`config.mk`:
```
export PLATFORM = sky130hd
export DESIGN_NAME = rgb2grey_frame_ctrl
export DESIGN_NICKNAME = d
export VERILOG_FILES = /design/src/rtl/rgb2grey_frame_ctrl.sv
export SDC_FILE = /design/constraint.sdc
export NUM_CORES = 1
export LEC_CHECK = 0
export CAP_MARGIN = 5
export CORE_ASPECT_RATIO = 0.75
export CORE_MARGIN = 2
export CORE_UTILIZATION = 35
export DETAILED_ROUTE_END_ITERATION = 8
export PLACE_DENSITY = 0.66
export SLEW_MARGIN = 10
export SYNTH_ARGS = -nofsm -noshare
export SYNTH_HDL_FRONTEND = slang
export SYNTH_SLANG_ARGS = --single-unit
```
`constraint.sdc`:
```
create_clock -name clk -period 3.75 [get_ports clk]
set_clock_uncertainty 0.1 [all_clocks]
set_input_delay 0.5625 -clock clk [delete_from_list [all_inputs] [get_ports clk]]
set_output_delay 0.5625 -clock clk [all_outputs]
set_load 0.01 [all_outputs]
```
`src/rtl/rgb2grey_frame_ctrl.sv`:
```
// Frame sequencer for the FP16 RGB-to-grey converter: sizes the frame, feeds the external
// combinational converter and registers its grey result into a flagged one-stage output stream.
module rgb2grey_frame_ctrl #(
    parameter int W_BITS = 11,
    parameter int H_BITS = 11
) (
    input  logic              clk,
    input  logic              rst_n,
    input  logic              start,
    input  logic              abort,
    input  logic [W_BITS-1:0] cfg_width,
    input  logic [H_BITS-1:0] cfg_height,
    output logic              busy,
    output logic              done,
    output logic              err_cfg,
    input  logic              s_valid,
    output logic              s_ready,
    input  logic [47:0]       s_pixel,
    output logic [47:0]       conv_rgb,
    input  logic [15:0]       conv_grey,
    output logic              m_valid,
    input  logic              m_ready,
    output logic [15:0]       m_pixel,
    output logic              m_sol,
    output logic              m_eol,
    output logic              m_eof
);

    typedef enum logic [1:0] {IDLE, RUN, DRAIN} state_t;

    state_t            state_q, state_d;
    logic [W_BITS-1:0] width_q, width_d, col_q, col_d;
    logic [H_BITS-1:0] height_q, height_d, row_q, row_d;
    logic              done_q, done_d, err_cfg_q, err_cfg_d;
    logic              m_valid_q, m_valid_d, m_sol_q, m_sol_d;
    logic              m_eol_q, m_eol_d, m_eof_q, m_eof_d;
    logic [15:0]       m_pixel_q, m_pixel_d;
    logic              xfer, last_col, last_row;

    assign s_ready  = (state_q == RUN) && (!m_valid_q || m_ready);
    assign conv_rgb = (state_q == RUN) ? s_pixel : 48'h0;
    assign xfer     = s_valid && s_ready;
    assign last_col = (col_q == width_q - W_BITS'(1));
    assign last_row = (row_q == height_q - H_BITS'(1));

    assign busy    = (state_q != IDLE);
    assign done    = done_q;
    assign err_cfg = err_cfg_q;
    assign m_valid = m_valid_q;
    assign m_pixel = m_pixel_q;
    assign m_sol   = m_sol_q;
    assign m_eol   = m_eol_q;
    assign m_eof   = m_eof_q;

    always_comb begin
        state_d   = state_q;
        width_d   = width_q;
        height_d  = height_q;
        col_d     = col_q;
        row_d     = row_q;
        done_d    = 1'b0;
        err_cfg_d = 1'b0;
        m_valid_d = m_valid_q;
        m_pixel_d = m_pixel_q;
        m_sol_d   = m_sol_q;
        m_eol_d   = m_eol_q;
        m_eof_d   = m_eof_q;
        case (state_q)
            IDLE: begin
                // abort in IDLE masks a simultaneous start
                if (start && !abort) begin
                    if (cfg_width == '0 || cfg_height == '0) begin
                        err_cfg_d = 1'b1;
                    end else begin
                        width_d  = cfg_width;
                        height_d = cfg_height;
                        col_d    = '0;
                        row_d    = '0;
                        state_d  = RUN;
                    end
                end
            end
            RUN: begin
                if (xfer) begin
                    m_pixel_d = conv_grey;
                    m_valid_d = 1'b1;
                    m_sol_d   = (col_q == '0);
                    m_eol_d   = last_col;
                    m_eof_d   = last_col && last_row;
                    if (last_col) begin
                        col_d = '0;
                        if (last_row) begin
                            row_d   = '0;
                            state_d = DRAIN;
                        end else begin
                            row_d = row_q + H_BITS'(1);
                        end
                    end else begin
                        col_d = col_q + W_BITS'(1);
                    end
                end else if (m_valid_q && m_ready) begin
                    m_valid_d = 1'b0;
                end
            end
            DRAIN: begin
                if (!m_valid_q || m_ready) begin
                    m_valid_d = 1'b0;
                    done_d    = 1'b1;
                    state_d   = IDLE;
                end
            end
            default: state_d = IDLE;
        endcase
        // abort drops any pending beat and never reports done
        if (abort && state_q != IDLE) begin
            state_d   = IDLE;
            m_valid_d = 1'b0;
            m_sol_d   = 1'b0;
            m_eol_d   = 1'b0;
            m_eof_d   = 1'b0;
            col_d     = '0;
            row_d     = '0;
            done_d    = 1'b0;
        end
    end

    always_ff @(posedge clk or negedge rst_n) begin
        if (!rst_n) begin
            state_q   <= IDLE;
            width_q   <= '0;
            height_q  <= '0;
            col_q     <= '0;
            row_q     <= '0;
            done_q    <= 1'b0;
            err_cfg_q <= 1'b0;
            m_valid_q <= 1'b0;
            m_pixel_q <= '0;
            m_sol_q   <= 1'b0;
            m_eol_q   <= 1'b0;
            m_eof_q   <= 1'b0;
        end else begin
            state_q   <= state_d;
            width_q   <= width_d;
            height_q  <= height_d;
            col_q     <= col_d;
            row_q     <= row_d;
            done_q    <= done_d;
            err_cfg_q <= err_cfg_d;
            m_valid_q <= m_valid_d;
            m_pixel_q <= m_pixel_d;
            m_sol_q   <= m_sol_d;
            m_eol_q   <= m_eol_d;
            m_eof_q   <= m_eof_d;
        end
    end

endmodule

```
# Word level (Yosys, flattened, before mapping)
# Index checks and enable logic that the tools add are counted.
dict set report word_totals {
  word_cells 94
  out_inout_bits 72
  input_bits 92
  regBits 68
}
dict set report op_classes {
  eq_ne 11
  n_addsub 4
  reduce_logical 26
  n_bitwise 1
  muxes 40
}
# cell n
set op_table {}
lappend op_table {{$mux 11} 9}
lappend op_table {{$mux 48} 1}
lappend op_table {{$pmux 11 s2} 2}
lappend op_table {{$logic_not 11->1} 3}
lappend op_table {{$add 11x1->11 const B} 2}
lappend op_table {{$eq 11x11->1} 2}
lappend op_table {{$sub 11x1->11 const B} 2}
lappend op_table {{$mux 1} 19}
lappend op_table {{$mux 2} 7}
lappend op_table {{$ne 3x2->1 const B} 3}
lappend op_table {{$ne 3x3->1 const B} 3}
lappend op_table {{$logic_and 1x1->1} 6}
lappend op_table {{$pmux 2 s3} 1}
lappend op_table {{$reduce_and 3->1} 2}
lappend op_table {{$reduce_and 6->1} 1}
lappend op_table {{$reduce_bool 2->1} 3}
lappend op_table {{$reduce_bool 3->1} 2}
lappend op_table {{$reduce_and 5->1} 1}
lappend op_table {{$ne 4x2->1 const B} 1}
lappend op_table {{$reduce_and 2->1} 2}
lappend op_table {{$reduce_and 4->1} 1}
lappend op_table {{$eq 2x1->1 const B} 1}
lappend op_table {{$eq 2x2->1 const B} 1}
lappend op_table {{$logic_not 1->1} 2}
lappend op_table {{other kinds (4)} 5}

# Depth between registers and ports, before layout
# Gate-level depths: netlist (run 1).
dict set report depth {
  word_depth 7
  mapped_depth 12
  mapped_depth_nobuf 10
}

# Worst setup path after synthesis (run 1)
# Ideal clock, no wire load.
dict set report synth_timing {
  path_type {register to register}
  from {register width_q[3]}
  to {register row_q[3]}
  arrival_ps 2649
  slack_ps 937
  n_path_buf 1
  t_required_ps 3586
  setup_ps 64
  period_less_slack_ps 2813
  path_stages_with_launch 10
  path_cell_list {dfrtp_1 buf_6 or3_4 or3_1 o311a_1 a211oi_4 nand4_4 or4_4 nor3_2 a21o_1}
}
dict set report synth_between {
  elab_chain_len 4
}
# element line
set synth_rtl {}
lappend synth_rtl {{start, declared} 32} ;# logic [W_BITS-1:0] width_q, width_d, col_q, col_d;
lappend synth_rtl {{start signal, assigned} 143} ;# width_q <= width_d;
lappend synth_rtl {{$sub 11x1->11} 43} ;# assign last_col = (col_q == width_q - W_BITS'(1));
lappend synth_rtl {{$eq 11x11->1} 43}
lappend synth_rtl {{$ne 3x2->1 (no source line)} -}
lappend synth_rtl {{$reduce_and 5->1 (no source line)} -}
lappend synth_rtl {{end signal, assigned} 146} ;# row_q <= row_d;
lappend synth_rtl {{end, declared} 33} ;# logic [H_BITS-1:0] height_q, height_d, row_q, row_d;
# No other way between the ends.
# A chain may end at the register's enable or synchronous reset.

# Final worst setup path (run 1)
dict set report layout_timing {
  from {register width_q[0]}
  to {register row_q[8]}
}
# The elaborated chain is that of the path after synthesis.

==> impl_metrics.yaml, run 1 <==
sta:
  timing.final.hold_violations: 0
  highest_clock_rate_ghz: 0.3142
  rsz0062_at_grt: "false"
  transition_time_at_the_pin_with_the_least_slew_margin_ps: 863.3
  slew_headroom: 0.4233
  setup_viol: 0
  totalNegativeSetupSlack_ps: 0
  period_needed_ps: 3182
  final_max_slew_viol_count: 0
  final_min_period_over_clock_period: 0.8486
final_layout:
  post_route_cells_drive_above_1_share: 0.09394
  areaGrowthSynthToFinish_pct: 48.52
  nNetsFinal: 752
  final_area_um2: 6472
yosys:
  area_leader_netlist: "sky130_fd_sc_hd__dfrtp_1"
  ys_top_cells_by_area: "sky130_fd_sc_hd__dfrtp_1 (39%), sky130_fd_sc_hd__and2_1 (7.0%), sky130_fd_sc_hd__nand2_1 (6.5%)"
  synthesis.area_per_instance_um2: 8.698
  synth-async-reset-ratio: 1.000
  synth_flop_cell: "sky130_fd_sc_hd__dfrtp_1"
  synthDistinctLibCells: 55
  synthesis.instances: 501
  most_common_cell_in_the_synthesized_netlist: "sky130_fd_sc_hd__nand2_1"
  synth_top_cells_by_count: "sky130_fd_sc_hd__nand2_1 (75), sky130_fd_sc_hd__dfrtp_1 (68), sky130_fd_sc_hd__and2_1 (49)"
  count_of_flip_flops_with_a_built_in_enable_after_synthesis: 0
  postSynthNetCount: 598
  ys_seq_area_frac: 0.3905
  yosys_register_bits: 68
  fraction_of_post_synthesis_cell_area_in_the_top_cell_type_by_area: 0.3905
  yosysWarnings: 0
  netlist_area_um2: 4358
clock_tree:
  clk_lat_worst_skew_ps: 340
  tritoncts: "yes"
  cts_inserted_buffers: 9
  htree_num_levels: 3
  numClockSinks: 68
  buffer_depth_of_the_longest_clock_path: 2
  cts-hold-fix-buffers: 0
  cts.clk_slew.worst_paths_ps: 60
  cts-root-buf: "sky130_fd_sc_hd__clkbuf_16"
  cts_setup_buffers: 0
  ctsResizeCount: 0
setup_path:
  crit_reg_reg_startpoint: "width_q[0]$_DFFE_PN0P_"
  rr_worst_depth: 10
  worst-endpoint-arrival_ps: 3310
  crit_required_ps: 3880
  crit_path_start_kind: "flop"
  worstSetupEndpointType: "flop"
  r2r_slack_ps: 570
  crit-reg2reg-capture: "row_q[8]$_DFFE_PN0P_"
  crit_type: "reg -> reg"
  critical_path_peak_fanout: 11
die:
  floorplan.die_area_um2: 13370
  die_height_um: 100.6
  floorplan.initialDensity: 0.3567
  coreArea_um2: 12220
  floorplan.io_pins: 164
  row_count: 35
  chipWidth_um: 132.8
placed_design:
  dp_hpwl_um: 10230
  final_gp_congestion: 0.9345
  port_buffers: 163
  placedInstanceArea_um2: 6143
global_routing:
  grt_pass1_vias: 4279
  grt_antenna_before_repair: 2
  grt_remaining_overflow: 0
  grt_pass1_wl_um: 21470
  grt_start_max_net_pins: 54
  globalRouteTotalUtil: 0.2021
pwr:
  pwr-share-seq: 0.307
  internal_power_w: 0.002579
  sw_frac_of_total: 0.3737
  switchingPower_w: 0.001538
  clock_power_share: 0.216
  power-per-cell-area_nw_per_um2: 636.1
  part_of_the_total_power_dissipated_in_combinational_logic: 0.477
  maximum_resistive_drop_on_vdd_uv: 284.1
  power_leakage_nw: 2.690
routing:
  detail_route.vias_per_cell: 5.116
  drt_drc: 0
  num_vias: 4236
  detail_route.iter0.violations: 220
  detail-route-antenna-nets: 0
  totalWireLength_um: 13290
  firstDrtPassIters: 4
  routedWlPerCell_um: 16.04
status:
  run_status: "finished clean"
min_path:
  timing.hold.worst.class: "in -> async"
run:
  maxCapViolCount: 0
==> worst max path at each step <==
stage                            from                    to  cells past startpoint
6_report       width_q[0]$_DFFE_PN0P_  row_q[8]$_DFFE_PN0P_                     10
5_1_grt        width_q[0]$_DFFE_PN0P_  row_q[8]$_DFFE_PN0P_                     10
4_1_cts        width_q[0]$_DFFE_PN0P_  row_q[6]$_DFFE_PN0P_                     10
3_5_place_dp   width_q[0]$_DFFE_PN0P_  row_q[6]$_DFFE_PN0P_                     10
3_3_place_gp   width_q[0]$_DFFE_PN0P_  row_q[8]$_DFFE_PN0P_                     10
2_1_floorplan  width_q[3]$_DFFE_PN0P_  row_q[3]$_DFFE_PN0P_                      9
==> sequential cells by signal, summed over array words and instances, names as in the netlist <==
signal	count
m_pixel	16
col_q	11
height_q	11
row_q	11
width_q	11
state_q	2
done	1
err_cfg	1
m_eof	1
m_eol	1
m_sol	1
m_valid	1
==> placed cells by master, fill, tap and decap left out, types with 11 or more instances in the layout <==
master	n
sky130_fd_sc_hd__and2_1	49
sky130_fd_sc_hd__clkdlybuf4s50_1	162
sky130_fd_sc_hd__dfrtp_1	68
sky130_fd_sc_hd__inv_1	12
sky130_fd_sc_hd__mux2_2	22
sky130_fd_sc_hd__nand2_1	75
sky130_fd_sc_hd__nand3_1	25
sky130_fd_sc_hd__nor2_1	36
sky130_fd_sc_hd__nor3_1	18
sky130_fd_sc_hd__nor4_1	11
sky130_fd_sc_hd__o21ai_0	12
sky130_fd_sc_hd__xnor2_1	14
sky130_fd_sc_hd__xor2_1	17
==> final cells by class <==
| cell class | instances | area (um2) |
|---|---|---|
| clock inverter | 4 | 55.05 |
| clock buffer | 12 | 266.5 |
| timing repair buffer | 172 | 1697 |
| antenna | 2 | 5.005 |
| multi-input combinational | 392 | 2495 |
| tap | 166 | 207.7 |
| sequential | 68 | 1702 |
| inverter | 12 | 45.04 |
| fill | 1085 | 5746 |
==> stage by stage <==
| step | cells | setup WS (ps) | hold WS (ps) | power (W) | util |
|---|---|---|---|---|---|
| floorplan | 501 | 936.8 | 166.9 | 0.002350 | - |
| global placement | 810 | 627.3 | 359.5 | 0.003231 | 0.5028 |
| detailed placement | 810 | 671.1 | 361.4 | 0.003231 | 0.5028 |
| CTS | 826 | 643.8 | 358.8 | 0.004158 | 0.5291 |
| global route | 828 | 370.8 | 188.3 | 0.004408 | 0.5297 |
| finish | 828 | 567.6 | 134.4 | 0.004117 | 0.5297 |
==> layer usage <==
layer | vias to the layer above | track usage | part of all wire
met2 | 161 | 0.3312 | 0.47
met3 | 12 | 0.06737 | 0.086
met5 | - | 0 | 0
met4 | 0 | 0.06617 | 0.015
li1 | 2056 | - | -
met1 | 2007 | 0.2535 | 0.43
==> cell families after synthesis <==
kind of cell / Yosys count / share of synthesized area
fa+ha+maj: 5 / 0.01436
flops: 68 / 0.3905
mux: 24 / 0.06144
buf+inv: 41 / 0.03761
xor+xnor: 31 / 0.06230
simple gates: 271 / 0.3328
compound gates: 61 / 0.1011
==> power groups by stage <==
stage / clock network [W] / registers, W / logic [W]
after CTS: 0.000912 / 0.00126 / 0.00198
after floorplan: 0 / 0.00118 / 0.00117
after detailed placement: 0 / 0.00127 / 0.00196
after global routing: 0.000938 / 0.00131 / 0.00216
final: 0.000890 / 0.00126 / 0.00197
after global placement: 0 / 0.00127 / 0.00196
==> worst max-delay path: stages (launching register included) <==
cell	delay, ps
sky130_fd_sc_hd__dfrtp_1	500
sky130_fd_sc_hd__inv_1	100
sky130_fd_sc_hd__ha_1	300
sky130_fd_sc_hd__nand2b_1	230
sky130_fd_sc_hd__nor4_1	310
sky130_fd_sc_hd__o21ai_0	200
sky130_fd_sc_hd__a211oi_4	300
sky130_fd_sc_hd__nand4_4	220
sky130_fd_sc_hd__a21oi_1	430
sky130_fd_sc_hd__o21ai_0	180
sky130_fd_sc_hd__a21o_1	200
No activity file was read; power rests on OpenSTA's default activity.
==> run 2: changes to the inputs <==
- clock period: 3.75 -> 3.1 ns (I/O delays scaled with it)
==> run 2 against run 1 <==
Worst hold slack worse by 51 ps; global-route usage grew 1.4 points; register-to-register slack lost 430 ps; critical path type unchanged; critical endpoint is now row_q[6]$_DFFE_PN0P_; largest cell class unchanged.
==> impl_metrics.yaml, run 2 (synthesis gave the netlist of run 1 again) <==
die:
  row_count: 35
  floorplan.initialDensity: 0.3567
  floorplan.die_area_um2: 13370
  die_height_um: 100.6
  chipWidth_um: 132.8
  floorplan.io_pins: 164
  coreArea_um2: 12220
setup_path:
  timing.critical_path.buf_inv: 1
  crit_reg_reg_startpoint: "width_q[0]$_DFFE_PN0P_"
  path_cells: "inv_1 > ha_1 > nand2b_1 > nor4_1 > o21ai_0 > a211oi_4 > nand4_4 > or4_4 > nor3_2 > a21o_1"
  worst-endpoint-arrival_ps: 3130
  worstSetupEndpointType: "flop"
  cp_num_cells: 10
  rr_worst_depth: 10
  crit_required_ps: 3270
  critical_path_peak_fanout: 6
  crit-reg2reg-capture: "row_q[6]$_DFFE_PN0P_"
  path_delay_family: "simple AND/OR/NAND/NOR gates"
  crit_path_start_kind: "flop"
  critical_path_capture_point: "row_q[6]$_DFFE_PN0P_"
  max_stage_delay_ps: 550
  crit_path_start: "width_q[0]$_DFFE_PN0P_"
  crit_type: "reg -> reg"
  r2r_slack_ps: 140
  timing.critical_path.slowest_stage_cell: "sky130_fd_sc_hd__or4_4"
final_layout:
  layout.cells.most_common: "sky130_fd_sc_hd__clkdlybuf4s50_1"
  layout.cells.most_common_list: "sky130_fd_sc_hd__clkdlybuf4s50_1 (162), sky130_fd_sc_hd__nand2_1 (75), sky130_fd_sc_hd__dfrtp_1 (68), sky130_fd_sc_hd__and2_1 (49), sky130_fd_sc_hd__nor2_1 (35)"
  layout.filler_cells: 1057
  post_route_cells_drive_above_1_share: 0.1064
  areaGrowthSynthToFinish_pct: 48.92
  flip_flop_count_of_the_largest_register_all_copies_and_words_added: 16
  nNetsFinal: 760
routing:
  totalWireLength_um: 14050
  detail-route-antenna-nets: 0
  detail_route.vias_per_cell: 5.163
  drt_drc: 0
  firstDrtPassIters: 5
  num_vias: 4306
  routedWlPerCell_um: 16.85
  detail_route.iter0.violations: 184
pwr:
  power-per-cell-area_nw_per_um2: 762.2
  part_of_the_total_power_dissipated_in_combinational_logic: 0.511
  switchingPower_w: 0.001890
  pwr-share-seq: 0.298
  clock_power_share: 0.191
  maximum_resistive_drop_on_vdd_uv: 290.2
  sw_frac_of_total: 0.3820
  power_leakage_nw: 2.707
  internal_power_w: 0.003057
sta:
  setup_viol: 0
  period_needed_ps: 2964
  slew_headroom: 0.3755
  final_max_slew_viol_count: 0
  final_min_period_over_clock_period: 0.9562
  highest_clock_rate_ghz: 0.3373
  totalNegativeSetupSlack_ps: 0
  rsz0062_at_grt: "false"
  transition_time_at_the_pin_with_the_least_slew_margin_ps: 934.8
  fin_ws_ps: 135.7
  timing.final.hold_violations: 0
clock_tree:
  htree_num_levels: 3
  cts_setup_buffers: 0
  clk_lat_worst_skew_ps: 330
  cts_inserted_buffers: 9
  cts.clk_slew.worst_paths_ps: 60
  tritoncts: "yes"
  cts-root-buf: "sky130_fd_sc_hd__clkbuf_16"
  ctsResizeCount: 0
  cts-hold-fix-buffers: 0
  buffer_depth_of_the_longest_clock_path: 2
  numClockSinks: 68
min_path:
  timing.hold.worst.class: "in -> async"
status:
  run_status: "finished clean"
global_routing:
  grt_remaining_overflow: 0
  grt_pass1_vias: 4538
  grt_antenna_before_repair: 1
  grt_start_max_net_pins: 54
  globalRouteTotalUtil: 0.2163
  grt_pass1_wl_um: 22910
placed_design:
  port_buffers: 163
  dp_hpwl_um: 10910
  place_ws_ps: 177.7
  final_gp_congestion: 0.8823
run:
  maxCapViolCount: 0
-- run 2: cell count changes in the layout (fill, tap and decap cells not counted), sizes merged --
cell,before,now
inv,13,12
clkinvlp,1,0
buf,10,18
bufinv,1,0
clkinv,1,2
diode,2,1
clkbuf,12,13
-- run 2: layout make-up --
type | instances | area (um2) | share of cell area
repair buffers | 180 | 1754 | 0.2703
well taps | 166 | 207.7 | 0.03200
clock inverters | 2 | 10.01 | 0.001542
clock buffers | 13 | 260.3 | 0.04010
flip-flops and latches | 68 | 1702 | 0.2622
inverters | 12 | 45.04 | 0.006940
multi-input cells | 392 | 2509 | 0.3865
diodes | 1 | 2.502 | 0.0003856
-- run 2: power by group through the flow --
stage	logic, W	registers [W]	clock network [W]
3_3_place_gp	0.00250	0.00147	0
2_1_floorplan	0.00142	0.00143	0
3_5_place_dp	0.00251	0.00148	0
5_1_grt	0.00278	0.00152	0.00101
4_1_cts	0.00254	0.00147	0.000970
6_report	0.00253	0.00148	0.000942
-- run 2: per-stage QoR --
stage / util / hold WS, ps / power [W] / area (um2) / cells
global route: 0.5312 / 128.7 / 0.005317 / 6490 / 834
global placement: 0.5077 / 359.5 / 0.003977 / 6203 / 818
finish: 0.5312 / 83.49 / 0.004947 / 6490 / 834
detailed placement: 0.5077 / 361.0 / 0.003995 / 6203 / 818
CTS: 0.5299 / 107.4 / 0.004976 / 6474 / 833
floorplan: - / 69.41 / 0.002843 / 4358 / 501
-- run 2: how the worst min path moves through the flow --
stage | cells after the start | slack (ps) | end
after detailed placement | 2 | 360 | m_pixel[4]$_DFFE_PN0P_
after global placement | 2 | 360 | m_pixel[1]$_DFFE_PN0P_
after floorplan | 0 | 70 | col_q[0]$_DFFE_PN0P_
final | 1 | 80 | m_sol$_DFFE_PN0P_
after global routing | 1 | 130 | m_sol$_DFFE_PN0P_
after CTS | 1 | 110 | m_sol$_DFFE_PN0P_
-- run 2: worst reg2reg max path, delay by kind of cell, from the launching register on --
family	cells	cell delay [ps]
adders and majority gates	1	270
DFF	1	370
and+or+nand+nor	5	1430
buffers and inverters	1	50
AOI/OAI and AO/OA	3	680
-- run 2: layer usage --
metal / global-route usage / up-vias / part of all wire
met1: 0.2776 / 2047 / 0.43
li1: - / 2062 / -
met5: 0 / - / 0
met4: 0.06617 / 0 / 0.011
met2: 0.3499 / 183 / 0.47
met3: 0.06988 / 14 / 0.087
==> run 3: changes to the inputs <==
- CORE_UTILIZATION: 35 -> 45
- PLACE_DENSITY: 0.66 -> 0.81
==> run 3 against run 2 <==
Cell count is 4.4% lower; highest routed layer unchanged; worst setup slack got worse by 27 ps; largest power group unchanged; clock-buffer cell count down 3; non-clock buffer count down 4.
==> impl_metrics.yaml, run 3 (synthesis gave the netlist of run 1 again) <==
status:
  run_status: "finished clean"
die:
  floorplan.io_pins: 164
  die_height_um: 89.23
  row_count: 31
  floorplan.initialDensity: 0.4567
  coreArea_um2: 9542
  floorplan.die_area_um2: 10500
  chipWidth_um: 117.6
setup_path:
  crit_required_ps: 3270
  critical_path_capture_point: "row_q[6]$_DFFE_PN0P_"
  worst-endpoint-arrival_ps: 3160
  critical_path_peak_fanout: 9
  crit_reg_reg_startpoint: "width_q[3]$_DFFE_PN0P_"
  r2r_slack_ps: 110
  rr_worst_depth: 8
  crit_path_start: "width_q[3]$_DFFE_PN0P_"
  worstSetupEndpointType: "flop"
  crit_type: "reg -> reg"
  crit-reg2reg-capture: "row_q[6]$_DFFE_PN0P_"
  crit_path_start_kind: "flop"
sta:
  final_min_period_over_clock_period: 0.9648
  highest_clock_rate_ghz: 0.3343
  final_max_slew_viol_count: 0
  rsz0062_at_grt: "true"
  period_needed_ps: 2991
  totalNegativeSetupSlack_ps: 0
  worst_hold_slack_ps: 226.3
  slew_headroom: 0.4150
  setup_viol: 0
  transition_time_at_the_pin_with_the_least_slew_margin_ps: 875.8
  timing.final.hold_violations: 0
routing:
  detail_route.iter0.violations: 278
  totalWireLength_um: 13200
  num_vias: 4342
  routedWlPerCell_um: 16.56
  drt_drc: 0
  detail-route-antenna-nets: 0
  firstDrtPassIters: 5
  detail_route.vias_per_cell: 5.448
global_routing:
  globalRouteTotalUtil: 0.2519
  grt_start_max_net_pins: 69
  grt_remaining_overflow: 0
  grt_pass1_vias: 4220
  grt_pass1_wl_um: 21000
  grt_antenna_before_repair: 1
placed_design:
  port_buffers: 163
  final_gp_congestion: 0.9838
  dp_hpwl_um: 10060
final_layout:
  post_route_cells_drive_above_1_share: 0.1024
  flip_flop_count_of_the_largest_register_all_copies_and_words_added: 16
  layout.cells.most_common: "sky130_fd_sc_hd__clkdlybuf4s50_1"
  nNetsFinal: 756
  layout.cells.most_common_list: "sky130_fd_sc_hd__clkdlybuf4s50_1 (162), sky130_fd_sc_hd__nand2_1 (75), sky130_fd_sc_hd__dfrtp_1 (68), sky130_fd_sc_hd__and2_1 (49), sky130_fd_sc_hd__nor2_1 (35)"
  areaGrowthSynthToFinish_pct: 47.77
clock_tree:
  ctsResizeCount: 0
  cts.clk_slew.worst_paths_ps: 60
  cts_inserted_buffers: 9
  numClockSinks: 68
  cts-root-buf: "sky130_fd_sc_hd__clkbuf_16"
  cts_setup_buffers: 0
  tritoncts: "yes"
  cts-hold-fix-buffers: 0
  clk_lat_worst_skew_ps: 340
  buffer_depth_of_the_longest_clock_path: 2
  htree_num_levels: 3
min_path:
  timing.hold.worst.class: "in -> async"
pwr:
  maximum_resistive_drop_on_vdd_uv: 378.6
  power_leakage_nw: 2.697
  power-per-cell-area_nw_per_um2: 769.8
run:
  maxCapViolCount: 0
## run 3: cell types whose count changed in the layout (fill, tap and decap cells not counted), sizes merged
cell / change
clkinvlp: +2
clkinv: +1
clkbuf: -3
buf: -4
bufinv: +1
## run 3: critical path, cell delays in order, from the launching register on
cell,delay (ps)
sky130_fd_sc_hd__dfrtp_1,470
sky130_fd_sc_hd__or4_4,600
sky130_fd_sc_hd__nor4_1,310
sky130_fd_sc_hd__a21oi_1,140
sky130_fd_sc_hd__a211oi_4,290
sky130_fd_sc_hd__nand4_4,160
sky130_fd_sc_hd__or4_4,550
sky130_fd_sc_hd__nor3_2,200
sky130_fd_sc_hd__a21o_1,100
## run 3: worst min-delay path by stage
stage,startpoint,end,cells past startpoint
3_5_place_dp,m_pixel[12]$_DFFE_PN0P_,m_pixel[12]$_DFFE_PN0P_,2
5_1_grt,rst_n,width_q[7]$_DFFE_PN0P_,2
2_1_floorplan,rst_n,col_q[0]$_DFFE_PN0P_,0
4_1_cts,rst_n,width_q[7]$_DFFE_PN0P_,2
3_3_place_gp,m_pixel[6]$_DFFE_PN0P_,m_pixel[6]$_DFFE_PN0P_,2
6_report,rst_n,width_q[10]$_DFFE_PN0P_,2
## run 3: per-layer routing
| metal | global-route usage | routed length (um) | up-vias | share of wire |
|---|---|---|---|---|
| met4 | 0.08981 | 285 | 0 | 0.022 |
| met1 | 0.3167 | 5508 | 2089 | 0.42 |
| li1 | - | - | 2057 | - |
| met5 | 0 | 0 | - | 0 |
| met2 | 0.4160 | 6168 | 172 | 0.47 |
| met3 | 0.08099 | 1235 | 24 | 0.094 |
## run 3: report_power, final
| part | internal [W] | total, W | leakage (nW) | switching, W |
|---|---|---|---|---|
| Clock | 0.000642 | 0.00103 | 0.144 | 0.000387 |
| Combinational | 0.00129 | 0.00244 | 1.68 | 0.00115 |
| Sequential | 0.00116 | 0.00149 | 0.872 | 0.000332 |
## run 3: cell type report
cell class | count | area (um2)
Antenna cell | 1 | 2.502
Fill cell | 798 | 3102
Sequential cell | 68 | 1702
Multi-Input combinational cell | 392 | 2499
Clock inverter | 6 | 63.81
Inverter | 12 | 45.04
Tap cell | 132 | 165.2
Timing Repair Buffer | 176 | 1724
Clock buffer | 10 | 239.0
## run 3: metrics by stage
| step | setup slack (ps) | power (W) | cells | util | cell area, um2 |
|---|---|---|---|---|---|
| 6_report | 109.1 | 0.004957 | 797 | 0.6749 | 6440 |
| 5_1_grt | -27.04 | 0.005283 | 797 | 0.6749 | 6440 |
| 4_1_cts | 88.12 | 0.004968 | 796 | 0.6743 | 6434 |
| 3_5_place_dp | 144.4 | 0.003915 | 780 | 0.6425 | 6131 |
| 3_3_place_gp | 227.9 | 0.003853 | 780 | 0.6425 | 6131 |
| 2_1_floorplan | 286.8 | 0.002843 | 501 | - | 4358 |
